`config.mk`:
```
export PLATFORM = sky130hd
export DESIGN_NAME = pipe_sequencer
export DESIGN_NICKNAME = d
export VERILOG_FILES = /design/src/rtl/pipe_ctrl_pkg.sv /design/src/rtl/hazard_detect.sv /design/src/rtl/pipe_sequencer.sv
export SDC_FILE = /design/constraint.sdc
export NUM_CORES = 1
export LEC_CHECK = 0
export BUFFER_PORTS_ARGS = -buffer_cell sky130_fd_sc_hd__buf_2
export CAP_MARGIN = 20
export CORE_ASPECT_RATIO = 1.75
export CORE_MARGIN = 2
export CORE_UTILIZATION = 29
export CTS_CLUSTER_SIZE = 8
export DETAILED_ROUTE_END_ITERATION = 10
export SLEW_MARGIN = 20
export SYNTH_ARGS = -nofsm -noshare
export SYNTH_HDL_FRONTEND = slang
export SYNTH_SLANG_ARGS = --single-unit
export TNS_END_PERCENT = 1
```
`constraint.sdc`:
```
create_clock -name clk_i -period 6.84 [get_ports clk_i]
set_clock_uncertainty 0.2 [all_clocks]
set_input_delay 2.052 -clock clk_i [delete_from_list [all_inputs] [get_ports clk_i]]
set_output_delay 2.052 -clock clk_i [all_outputs]
set_load 0.01 [all_outputs]
```
`src/rtl/pipe_ctrl_pkg.sv`:
```
// Shared definitions for the pipeline sequencer slice.
//   state_t  : sequencer state encoding (IDLE, RUN, MEM_WAIT, ERROR)
//   REG_ZERO : architectural register $0, which is hardwired to zero and
//              therefore can never be the source of a load-use hazard.
package pipe_ctrl_pkg;

    typedef enum logic [1:0] {
        ST_IDLE     = 2'd0,
        ST_RUN      = 2'd1,
        ST_MEM_WAIT = 2'd2,
        ST_ERROR    = 2'd3
    } state_t;

    localparam logic [4:0] REG_ZERO = 5'd0;

endpackage

```
`src/rtl/hazard_detect.sv`:
```
// Load-use hazard detector (purely combinational).
// Ports:
//   ifid_rs, ifid_rt : source register fields of the instruction in IF/ID
//   idex_memread     : instruction in ID/EX is a load
//   idex_rt          : destination register of that load
//   hazard           : the IF/ID instruction reads the register the load is
//                      still fetching, so it must wait one cycle
module hazard_detect
    import pipe_ctrl_pkg::*;
(
    input  logic [4:0] ifid_rs,
    input  logic [4:0] ifid_rt,
    input  logic       idex_memread,
    input  logic [4:0] idex_rt,
    output logic       hazard
);

    logic [4:0] rs_bit_eq;
    logic [4:0] rt_bit_eq;

    // Bitwise equality of the load destination against each source field.
    generate
        for (genvar gi = 0; gi < 5; gi++) begin : g_cmp
            assign rs_bit_eq[gi] = ~(idex_rt[gi] ^ ifid_rs[gi]);
            assign rt_bit_eq[gi] = ~(idex_rt[gi] ^ ifid_rt[gi]);
        end
    endgenerate

    assign hazard = idex_memread
                 && (idex_rt != REG_ZERO)
                 && ((&rs_bit_eq) || (&rt_bit_eq));

endmodule

```
`src/rtl/pipe_sequencer.sv`:
```
// Central pipeline controller for the 5-stage MIPS core.
// Produces PC / IF-ID write enables, IF-ID flush, ID-EX bubble and a
// whole-pipe freeze; sequences multi-cycle data-memory accesses with a
// timeout and keeps a saturating stall-cycle counter.
// Ports:
//   clk_i, rst_i (synchronous, active-low), start_i
//   ifid_rs_i, ifid_rt_i, idex_memread_i, idex_rt_i : hazard inputs
//   branch_taken_i, jump_i                          : redirect requests
//   exmem_memreq_i, dmem_ack_i                      : data-memory handshake
//   pc_write_o, ifid_write_o, ifid_flush_o, idex_bubble_o, pipe_stall_o
//   dmem_req_o, error_o (sticky), stall_cnt_o
// Outputs are combinational from the registered state and current inputs.
module pipe_sequencer
    import pipe_ctrl_pkg::*;
#(
    parameter int TIMEOUT = 16,
    parameter int CNT_W   = 16
) (
    input  logic             clk_i,
    input  logic             rst_i,
    input  logic             start_i,
    input  logic [4:0]       ifid_rs_i,
    input  logic [4:0]       ifid_rt_i,
    input  logic             idex_memread_i,
    input  logic [4:0]       idex_rt_i,
    input  logic             branch_taken_i,
    input  logic             jump_i,
    input  logic             exmem_memreq_i,
    input  logic             dmem_ack_i,
    output logic             pc_write_o,
    output logic             ifid_write_o,
    output logic             ifid_flush_o,
    output logic             idex_bubble_o,
    output logic             pipe_stall_o,
    output logic             dmem_req_o,
    output logic             error_o,
    output logic [CNT_W-1:0] stall_cnt_o
);

    localparam logic [7:0]       TIMEOUT_W = 8'(TIMEOUT);
    localparam logic [7:0]       WAIT_ONE  = 8'd1;
    localparam logic [CNT_W-1:0] CNT_MAX   = '1;
    localparam logic [CNT_W-1:0] CNT_ONE   = {{(CNT_W-1){1'b0}}, 1'b1};

    state_t           state_reg;
    state_t           state_next;
    logic [7:0]       wait_reg;
    logic [7:0]       wait_next;
    logic [CNT_W-1:0] stall_cnt_reg;
    logic             load_use;
    logic             count_stall;

    hazard_detect u_hazard (
        .ifid_rs      (ifid_rs_i),
        .ifid_rt      (ifid_rt_i),
        .idex_memread (idex_memread_i),
        .idex_rt      (idex_rt_i),
        .hazard       (load_use)
    );

    always_comb begin
        pc_write_o    = 1'b0;
        ifid_write_o  = 1'b0;
        ifid_flush_o  = 1'b0;
        idex_bubble_o = 1'b0;
        pipe_stall_o  = 1'b0;
        dmem_req_o    = 1'b0;
        error_o       = 1'b0;
        state_next    = state_reg;
        wait_next     = wait_reg;

        case (state_reg)
            ST_IDLE: begin
                if (start_i) begin
                    state_next = ST_RUN;
                end
            end

            ST_RUN: begin
                dmem_req_o = exmem_memreq_i;
                if (exmem_memreq_i && !dmem_ack_i) begin
                    // Access not completed this cycle: freeze everything.
                    // This cycle counts as the first waited cycle.
                    pipe_stall_o = 1'b1;
                    wait_next    = WAIT_ONE;
                    state_next   = ST_MEM_WAIT;
                end else if (load_use) begin
                    // Hold PC and IF/ID; a pending branch/jump is simply
                    // re-evaluated next cycle, so no flush here.
                    idex_bubble_o = 1'b1;
                end else begin
                    pc_write_o   = 1'b1;
                    ifid_write_o = 1'b1;
                    ifid_flush_o = branch_taken_i || jump_i;
                end
            end

            ST_MEM_WAIT: begin
                dmem_req_o   = 1'b1;
                pipe_stall_o = 1'b1;
                if (dmem_ack_i) begin
                    // An ack always wins, even on the timeout cycle.
                    wait_next  = '0;
                    state_next = ST_RUN;
                end else if (wait_reg >= TIMEOUT_W) begin
                    state_next = ST_ERROR;
                end else begin
                    wait_next = wait_reg + WAIT_ONE;
                end
            end

            default: begin
                error_o      = 1'b1;
                pipe_stall_o = 1'b1;
            end
        endcase
    end

    assign count_stall = ((state_reg == ST_RUN) || (state_reg == ST_MEM_WAIT))
                      && !pc_write_o;

    always_ff @(posedge clk_i) begin
        if (!rst_i) begin
            state_reg     <= ST_IDLE;
            wait_reg      <= '0;
            stall_cnt_reg <= '0;
        end else begin
            state_reg <= state_next;
            wait_reg  <= wait_next;
            if (count_stall && (stall_cnt_reg != CNT_MAX)) begin
                stall_cnt_reg <= stall_cnt_reg + CNT_ONE;
            end
        end
    end

    assign stall_cnt_o = stall_cnt_reg;

endmodule

```
==> impl_results.html <==
<table>
<tr><th>Metric</th><th>Value</th></tr>
<tr><th colspan="2">Cells and area</th></tr>
<tr><td>ANT cells</td><td>0</td></tr>
<tr><td>Layout overhead on the synthesized area</td><td>20.06%</td></tr>
<tr><td>Commonest non-fill, non-tap cell in the layout</td><td>sky130_fd_sc_hd__buf_2</td></tr>
<tr><td>Most used cells in the layout excluding fill and tap cells</td><td>sky130_fd_sc_hd__buf_2, sky130_fd_sc_hd__dfxtp_1, sky130_fd_sc_hd__a21oi_1</td></tr>
<tr><td>Layout net count</td><td>260</td></tr>
<tr><td>Number of flip-flops under the largest register name</td><td>16</td></tr>
<tr><td>Layout cell share with drive strength beyond 1</td><td>26.32%</td></tr>
<tr><td>Number of fill cells</td><td>563</td></tr>
<tr><th colspan="2">Route</th></tr>
<tr><td>Aggregate routed wire length</td><td>3.489 mm</td></tr>
<tr><td>Vias post-DR</td><td>1467</td></tr>
<tr><td>DRT Pass-1 Iters</td><td>4</td></tr>
<tr><td>Average wire per cell in the routed design</td><td>12.33 um</td></tr>
<tr><td>DRC viols</td><td>0</td></tr>
<tr><td>Count of routing violations after the opening detailed-route iteration</td><td>32</td></tr>
<tr><td>Drt via density</td><td>5.184</td></tr>
<tr><td>ANT nets after route</td><td>0</td></tr>
<tr><th colspan="2">Yosys</th></tr>
<tr><td>Count of unique library cells instantiated by Yosys</td><td>40</td></tr>
<tr><td>Number of flops mapped to enable cells by yosys</td><td>0</td></tr>
<tr><td>Share of the synthesized area in the top cell type</td><td>33.66%</td></tr>
<tr><td>Syn Std Cell Area</td><td>1546 um2</td></tr>
<tr><td>Synthesized netlist cell count</td><td>184</td></tr>
<tr><td>Avg Synthesized Cell Area</td><td>8.405 um2</td></tr>
<tr><td>Most instantiated flip-flop cell in the synthesis netlist</td><td>sky130_fd_sc_hd__dfxtp_1</td></tr>
<tr><td>Fraction of the yosys area taken by sequential cells</td><td>33.66%</td></tr>
<tr><td>Synth warnings</td><td>0</td></tr>
<tr><td>Synth Register Bits</td><td>26</td></tr>
<tr><td>Top cells by area, synth</td><td>sky130_fd_sc_hd__dfxtp_1, sky130_fd_sc_hd__a21oi_1, sky130_fd_sc_hd__ha_1</td></tr>
<tr><td>Fraction of registers with async set or reset after synthesis</td><td>0%</td></tr>
<tr><td>Number of nets produced by synthesis</td><td>215</td></tr>
<tr><td>Most area-hungry cell type in the Yosys netlist</td><td>sky130_fd_sc_hd__dfxtp_1</td></tr>
<tr><th colspan="2">Global route</th></tr>
<tr><td>Total overflow reported by the global router</td><td>0</td></tr>
<tr><td>First-pass GRT wire length</td><td>5.658 mm</td></tr>
<tr><td>Pin count of the biggest net entering global routing</td><td>32</td></tr>
<tr><td>Number of global-route vias before repair</td><td>1372</td></tr>
<tr><td>Antenna violations before repair</td><td>0</td></tr>
<tr><td>Gr usage total</td><td>11.93%</td></tr>
<tr><th colspan="2">Clock network</th></tr>
<tr><td>Buffers from clock root to sink, at most</td><td>2</td></tr>
<tr><td>Clk slew on worst S/H paths</td><td>0.09 ns</td></tr>
<tr><td>Number of H-tree branching levels</td><td>1</td></tr>
<tr><td>Setup Fix Bufs, Post-CTS</td><td>0</td></tr>
<tr><td>Number of resized instances in the post-cts repair step</td><td>0</td></tr>
<tr><td>Cts bufs inserted</td><td>3</td></tr>
<tr><td>Master cell of the clock root buffer</td><td>sky130_fd_sc_hd__clkbuf_8</td></tr>
<tr><td>Clock sink count</td><td>26</td></tr>
<tr><td>Clock tree from TritonCTS</td><td>done</td></tr>
<tr><td>Clk_lat worst skew</td><td>0.26 ns</td></tr>
<tr><td>Hold bufs inserted after CTS</td><td>0</td></tr>
<tr><th colspan="2">Worst setup path</th></tr>
<tr><td>Critical Path Sink Type</td><td>output pin</td></tr>
<tr><td>Kind of launch point of the worst setup path</td><td>primary input</td></tr>
<tr><td>R2R Path Start</td><td>stall_cnt_o[0]</td></tr>
<tr><td>Crit. Startpoint</td><td>idex_rt_i[0]</td></tr>
<tr><td>Worst Path Max Fanout</td><td>3</td></tr>
<tr><td>CP Data Required Time</td><td>4.59 ns</td></tr>
<tr><td>Worst reg-to-reg path cell count</td><td>7</td></tr>
<tr><td>Endpoint of the worst-slack reg-to-reg timing path</td><td>stall_cnt_o[4]</td></tr>
<tr><td>Termination of the worst setup path</td><td>ifid_flush_o</td></tr>
<tr><td>Register-to-Register Setup Slack</td><td>4.34 ns</td></tr>
<tr><td>Arrival time worst endpoint</td><td>3.44 ns</td></tr>
<tr><td>Category of the most critical setup path</td><td>in -&gt; out</td></tr>
<tr><th colspan="2">Timing</th></tr>
<tr><td>Final period utilization</td><td>83.17%</td></tr>
<tr><td>Slew at the pin with the worst max-slew slack</td><td>0.6950 ns</td></tr>
<tr><td>Fmax</td><td>175.8 MHz</td></tr>
<tr><td>Number of hold violations in the final report</td><td>0</td></tr>
<tr><td>Number of max-slew violations in the final report</td><td>0</td></tr>
<tr><td>Crit path setup slack, layout</td><td>1.151 ns</td></tr>
<tr><td>Final Setup Violations</td><td>0</td></tr>
<tr><td>RSZ-0062 raised after global routing</td><td>no</td></tr>
<tr><td>Min Clock Period, post-route</td><td>5.689 ns</td></tr>
<tr><td>Normalized max-slew margin</td><td>53.66%</td></tr>
<tr><td>Setup_tns</td><td>0 ns</td></tr>
<tr><th colspan="2">Die</th></tr>
<tr><td>Effective utilization at floorplan</td><td>29.68%</td></tr>
<tr><td>Boundary pin count</td><td>46</td></tr>
<tr><td>Die boundary width</td><td>59.20 um</td></tr>
<tr><td>Area of the placeable core</td><td>5211 um2</td></tr>
<tr><td>Row Count</td><td>35</td></tr>
<tr><td>Area of the die</td><td>5956 um2</td></tr>
<tr><td>Height of the die</td><td>100.6 um</td></tr>
<tr><th colspan="2">Place</th></tr>
<tr><td>Final Wtd Congestion</td><td>0.7181</td></tr>
<tr><td>Port Buffers</td><td>45</td></tr>
<tr><td>Worst setup timing slack at the placement stage</td><td>1.119 ns</td></tr>
<tr><td>Post-detailed-placement half-perimeter wirelength</td><td>2.760 mm</td></tr>
<tr><th colspan="2">Hold path</th></tr>
<tr><td>Hold crit path type</td><td>reg -&gt; reg</td></tr>
<tr><th colspan="2">Pwr</th></tr>
<tr><td>Total power per unit cell area</td><td>190.4 nW/um2</td></tr>
<tr><td>Worst IR Drop VDD</td><td>0.1102 mV</td></tr>
<tr><td>Leakage power total</td><td>0.7677 nW</td></tr>
<tr><td>Post-route total power</td><td>0.3535 mW</td></tr>
<tr><th colspan="2">Outcome</th></tr>
<tr><td>Status</td><td>completed</td></tr>
<tr><th colspan="2">Run</th></tr>
<tr><td>Number of violations of the max-capacitance limit</td><td>0</td></tr>
</table>
## how the worst min path moves through the flow
stage | depth (start not counted) | start | slack (ns) | to
2_1_floorplan | 2 | wait_reg[7] | 0.26 | wait_reg[7]
3_3_place_gp | 2 | stall_cnt_o[1] | 0.28 | stall_cnt_o[1]
3_5_place_dp | 2 | stall_cnt_o[1] | 0.29 | stall_cnt_o[1]
4_1_cts | 2 | stall_cnt_o[1] | 0.30 | stall_cnt_o[1]
5_1_grt | 2 | stall_cnt_o[1] | 0.33 | stall_cnt_o[1]
6_report | 2 | stall_cnt_o[1] | 0.30 | stall_cnt_o[1]
## metrics by stage
stage               std cells  area [um2]  hold WS, ns  util, %
floorplan                 184        1546       0.2598        -
global placement          279        1802       0.2782    34.57
detailed placement        279        1802       0.2874    34.57
CTS                       283        1857       0.3006    35.63
global route              283        1857       0.3276    35.63
finish                    283        1857       0.2980    35.63
## logic make-up (layout without fill, tap and decap cells)
| kind of cell | Yosys count | count (layout) | share of synthesized area, % |
|---|---|---|---|
| muxes | 1 | 1 | 0.6473 |
| xor gates and xnor gates | 13 | 13 | 7.363 |
| AOI/OAI and AO/OA | 49 | 49 | 20.31 |
| adders and majority gates | 8 | 8 | 6.473 |
| DFF | 26 | 26 | 33.66 |
| and+or+nand+nor | 72 | 72 | 26.62 |
| buffers and inverters | 15 | 59 | 4.934 |
## synthesized netlist by cell type (4+ instances only)
| cell type | number |
|---|---|
| sky130_fd_sc_hd__ha_1 | 8 |
| sky130_fd_sc_hd__a31oi_1 | 4 |
| sky130_fd_sc_hd__nand2_1 | 15 |
| sky130_fd_sc_hd__xnor2_1 | 11 |
| sky130_fd_sc_hd__o31ai_1 | 6 |
| sky130_fd_sc_hd__or3_1 | 7 |
| sky130_fd_sc_hd__nor2_1 | 15 |
| sky130_fd_sc_hd__o21ai_1 | 8 |
| sky130_fd_sc_hd__nand3_1 | 8 |
| sky130_fd_sc_hd__dfxtp_1 | 26 |
| sky130_fd_sc_hd__a21oi_1 | 20 |
| sky130_fd_sc_hd__or4_1 | 8 |
| sky130_fd_sc_hd__inv_1 | 9 |
| sky130_fd_sc_hd__o21ai_0 | 4 |
## layout make-up
cell class                 count  area, um2  share of cell area (%)
clock buffer                   4      55.05                   2.965
timing repair buffer          45      225.2                   12.13
multi-input combinational    143      949.7                   51.15
tap                           55      68.82                   3.706
sequential                    26      520.5                   28.03
inverter                      10      37.54                   2.022
## power breakdown
group / total [mW] / switching [mW] / internal (mW)
clock network: 0.0990 / 0.0476 / 0.0514
logic: 0.0905 / 0.0546 / 0.0359
registers: 0.164 / 0.00674 / 0.157
## worst max-delay path, cell delays in order
cell and delay (ns):
sky130_fd_sc_hd__buf_2 0.12, sky130_fd_sc_hd__or4_1 0.52, sky130_fd_sc_hd__o21ai_1 0.19, sky130_fd_sc_hd__inv_1 0.07
sky130_fd_sc_hd__a21oi_1 0.22, sky130_fd_sc_hd__o21a_1 0.15, sky130_fd_sc_hd__buf_2 0.12
## per-layer routing
metal	share of wire (%)	wire [um]	GRT usage [%]	up-vias
met3	5.2	181	2.054	2
met5	0	0	0	-
li1	-	-	-	750
met2	55	1912	23.25	37
met1	39	1354	11.91	678
met4	1.1	40	4.196	0
Power figures use the tool's default switching activity.
